===== src/rtl/srl_fifo.sv =====
// First-word fall-through FIFO built on a per-bit shift register (SRL16E style).
// Writes shift the whole array up by one; reads only move the read tap down.
module srl_fifo #(
  parameter int WIDTH = 64,
  parameter int DEPTH = 16
) (
  input  logic             CLK,
  input  logic             rst,
  input  logic [WIDTH-1:0] din,
  input  logic             wr_en,
  output logic             full,
  output logic [WIDTH-1:0] dout,
  input  logic             rd_en,
  output logic             empty,
  output logic [4:0]       count
);

  localparam int          AW      = (DEPTH > 1) ? $clog2(DEPTH) : 1;
  localparam logic [4:0]  DEPTH_C = 5'(DEPTH);

  logic [WIDTH-1:0] mem [DEPTH];
  logic             rd_acc;
  logic             wr_acc;
  logic [4:0]       count_nxt;
  logic [4:0]       count_m1;
  logic [AW-1:0]    tap;

  assign rd_acc   = rd_en && !empty;
  // A pop in the same cycle frees the slot the push needs, even when full.
  assign wr_acc   = wr_en && (!full || rd_acc);
  assign count_m1 = count - 5'd1;
  assign tap      = count_m1[AW-1:0];

  // NOTE: the shift array has no reset so it maps onto SRL primitives;
  // stale contents are never visible because dout is masked while empty.
  always_ff @(posedge CLK) begin
    if (wr_acc) begin
      mem[0] <= din;
      for (int i = 1; i < DEPTH; i++) begin
        mem[i] <= mem[i-1];
      end
    end
  end

  // NOTE: every always_comb output gets a default first so no latch is inferred.
  always_comb begin
    count_nxt = count;
    if (wr_acc && !rd_acc) begin
      count_nxt = count + 5'd1;
    end else if (rd_acc && !wr_acc) begin
      count_nxt = count - 5'd1;
    end
  end

  // NOTE: sequential state uses non-blocking assignments so all registers
  // sample the pre-edge values of count and the flags together.
  always_ff @(posedge CLK or posedge rst) begin
    if (rst) begin
      count <= '0;
      empty <= 1'b1;
      full  <= 1'b0;
    end else begin
      count <= count_nxt;
      empty <= (count_nxt == 5'd0);
      full  <= (count_nxt == DEPTH_C);
    end
  end

  always_comb begin
    dout = '0;
    if (!empty) begin
      dout = mem[tap];
    end
  end

endmodule


===== config.mk =====
export PLATFORM = sky130hd
export DESIGN_NAME = srl_fifo
export DESIGN_NICKNAME = d
export VERILOG_FILES = /design/src/rtl/srl_fifo.sv
export SDC_FILE = /design/constraint.sdc
export NUM_CORES = 1
export LEC_CHECK = 0
export ABC_AREA = 1
export CORE_UTILIZATION = 55
export DETAILED_ROUTE_END_ITERATION = 10
export MAX_ROUTING_LAYER = met4
export PLACE_DENSITY = 0.79
export REMOVE_ABC_BUFFERS = 1
export SETUP_SLACK_MARGIN = 0.15
export SYNTH_ARGS = -nofsm -noshare
export SYNTH_HDL_FRONTEND = slang
export SYNTH_SLANG_ARGS = --single-unit

===== constraint.sdc =====
create_clock -name CLK -period 64.1 [get_ports CLK]
set_input_delay 12.82 -clock CLK [delete_from_list [all_inputs] [get_ports CLK]]
set_output_delay 12.82 -clock CLK [all_outputs]
set_load 0.02 [all_outputs]

==> impl_metrics.py <==
metrics = {
    "yosys": {
        "synth_warnings": 0,
        "synth_cell_types": 22,
        "yosysTopAreaCellShare": 0.748,
        "netlist_instances": 3365,
        "synth_area_um2": 41100,
        "ys_seq_area_frac": 0.752,
        "synth.top_cells.by_area": "edfxtp_1, nand2_1, nand3_1",
        "syn_area_per_cell_um2": 12.2,
        "ys_seq_elements": 1031,
        "yosysTopAreaCell": "edfxtp_1",
    },
    "finish": {
        "seqCellArea_um2": 30900,
        "multi_input_area_um2": 9090,
        "final_net_count": 3487,
        "fill_cells": 5242,
        "antennaDiodeCount": 0,
        "area_delta_synth_final_pct": 12.7,
        "layout-drive-gt1-share": 0.0557,
    },
    "placement": {
        "place_ws_ps": 45980,
        "numPortBuffers": 138,
        "place_congestion": 0.768,
        "hpwl_mm": 41.5,
    },
    "grt": {
        "grt_pass1_wl_mm": 134,
        "antenna_found_initial": 0,
        "grt_pass1_vias": 24600,
        "grt_max_degree": 214,
        "gr-total-overflow": 0,
        "track_usage": 0.228,
    },
    "cts": {
        "clock_sinks": 1031,
        "h-tree-depth": 3,
        "cts_tree": "yes",
        "cts_buffer_depth": 3,
        "cts_root_buf": "clkbuf_16",
        "holdBufCountCts": 0,
        "numCtsBuffers": 103,
        "clk_pin_slew_ps": 60,
        "postCtsResizedCells": 0,
        "cts_setup_buffers": 0,
        "clkLatencyLatePin_ps": 660,
    },
    "timing": {
        "rsz0062_at_grt": "false",
        "tns_ps": 0,
        "tightest_slew_ps": 1160,
        "drv_slew": 0,
        "finalSetupViolCount": 0,
        "fin_crit_ps": 18750,
        "clock_skew_ps": 24.3,
        "period_share": 0.293,
        "fmax_mhz": 53.3,
        "setup_ws_ps": 45350,
        "slew_headroom": 0.227,
        "final-hold-violation-count": 0,
    },
    "setup_path": {
        "path_class": "reg2out",
        "start_kind": "flop",
        "cp.arrival_ps": 5930,
        "path_max_fanout": 153,
        "cp-end-kind": "primary output",
        "worstPathRequired_ps": 51280,
    },
    "detailed_routing": {
        "drtPass1Iterations": 6,
        "vias": 25700,
        "finalWirelength_mm": 84.0,
        "drt-initial-drc-count": 3133,
        "vias_per_cell": 5.76,
        "drcViolationCount": 0,
        "wl_per_cell_um": 18.8,
        "ant_nets": 0,
    },
    "job": {
        "cap_violations": 0,
    },
    "power_and_ir_drop": {
        "max-vdd-ir-drop_v": 0.0000664,
        "power_density_nw_per_um2": 53.3,
        "leakagePower_nw": 17.1,
        "total_power_mw": 2.47,
    },
    "floorplan": {
        "dieArea_um2": 75900,
        "core_area_um2": 73500,
        "io_pins": 139,
        "die_h_um": 275,
        "std_cell_rows": 99,
        "die_x_um": 275,
        "initial_utilization": 0.560,
    },
    "min_path": {
        "hp-class": "reg2reg",
    },
    "status": {
        "status": "finished, final reports clean",
    },
}
[cells in the final DEF, fill, tap and decap left out, drive strengths merged]
cell type,synthesis,routed
inv,19,22
clkdlybuf4s50,0,138
dfstp,1,1
clkinv,0,49
xor2,1,1
nor2,70,70
a21oi,164,164
edfxtp,1024,1024
nand3,714,714
buf,169,25
o21ai,30,30
clkbuf,47,124
clkinvlp,0,5
or2,1,1
dfrtp,6,6
ha,2,2
bufinv,0,11
nand2,1116,1116
o211ai,1,1
[metrics by stage]
stage	hold WS [ps]	utilization	instances	area [um2]
2_1_floorplan	427	-	3149	40000
3_3_place_gp	427	0.585	4271	42900
3_5_place_dp	432	0.585	4271	42900
4_1_cts	429	0.631	4463	46300
5_1_grt	431	0.631	4463	46300
6_report	439	0.631	4463	46300
[synth_stat cells]
library cell / number
a21oi_1: 164
buf_1: 13
buf_2: 139
buf_4: 12
buf_6: 5
clkbuf_1: 47
dfrtp_1: 6
dfstp_2: 1
edfxtp_1: 1024
ha_1: 2
inv_1: 13
inv_2: 6
nand2_1: 1115
nand2_2: 1
nand3_1: 713
nand3_2: 1
nor2_1: 70
o211ai_1: 1
o21ai_0: 3
o21ai_1: 27
or2_2: 1
xor2_1: 1
[layer usage]
layer,wire (um),part of all wire,vias to the layer above,GRT usage
met5,0,0,-,-
met4,1720,0.020,0,0.0678
met3,5750,0.068,116,0.0281
met2,40400,0.48,1062,0.345
met1,36200,0.43,12500,0.328
li1,-,-,12000,-
[layout make-up]
| cell class | count | area share |
|---|---|---|
| sequential | 1031 | 0.668 |
| multi-input combinational | 2099 | 0.196 |
| clock buffer | 124 | 0.0585 |
| timing repair buffer | 163 | 0.0352 |
| tap | 959 | 0.0259 |
| clock inverter | 68 | 0.0145 |
| inverter | 19 | 0.00200 |
[power by group]
group | switching [mW] | total (mW) | internal, mW
clock | 0.253 | 0.599 | 0.346
combinational | 0.669 | 0.992 | 0.323
sequential | 0.0418 | 0.880 | 0.838
total | 0.963 | 2.47 | 1.51
[critical path, stage by stage, from the launching register on]
cell and delay, ps:
dfrtp_4 980, inv_8 470, ha_4 560, inv_8 750
buf_4 940, a21oi_1 90, a21oi_1 200, a21oi_1 80
nor2_1 290, clkdlybuf4s50_1 680
[cells by family after synthesis]
group,synth area share
buf+inv,0.0277
flops,0.752
fa+ha+maj,0.000609
xor+xnor,0.000213
compound gates,0.0238
simple gates,0.196
[registers in the layout, indices dropped and copies added, names as in the netlist]
name	cells
mem	1024
count	5
empty	1
full	1
[final timing paths]
check	from	endpoint	slack (ps)	depth (start not counted)
worst max-delay path	count[0]	dout[15]	45350	9
worst min-delay path	mem[3][0]	mem[4][0]	440	0
worst max register to register	empty	mem[7][10]	58450	8
worst min register to register	mem[3][0]	mem[4][0]	440	0
max in group asynchronous	rst	empty	51400	2
min in group asynchronous	rst	full	12410	2
Note: power is estimated with default switching activity, not from simulation.
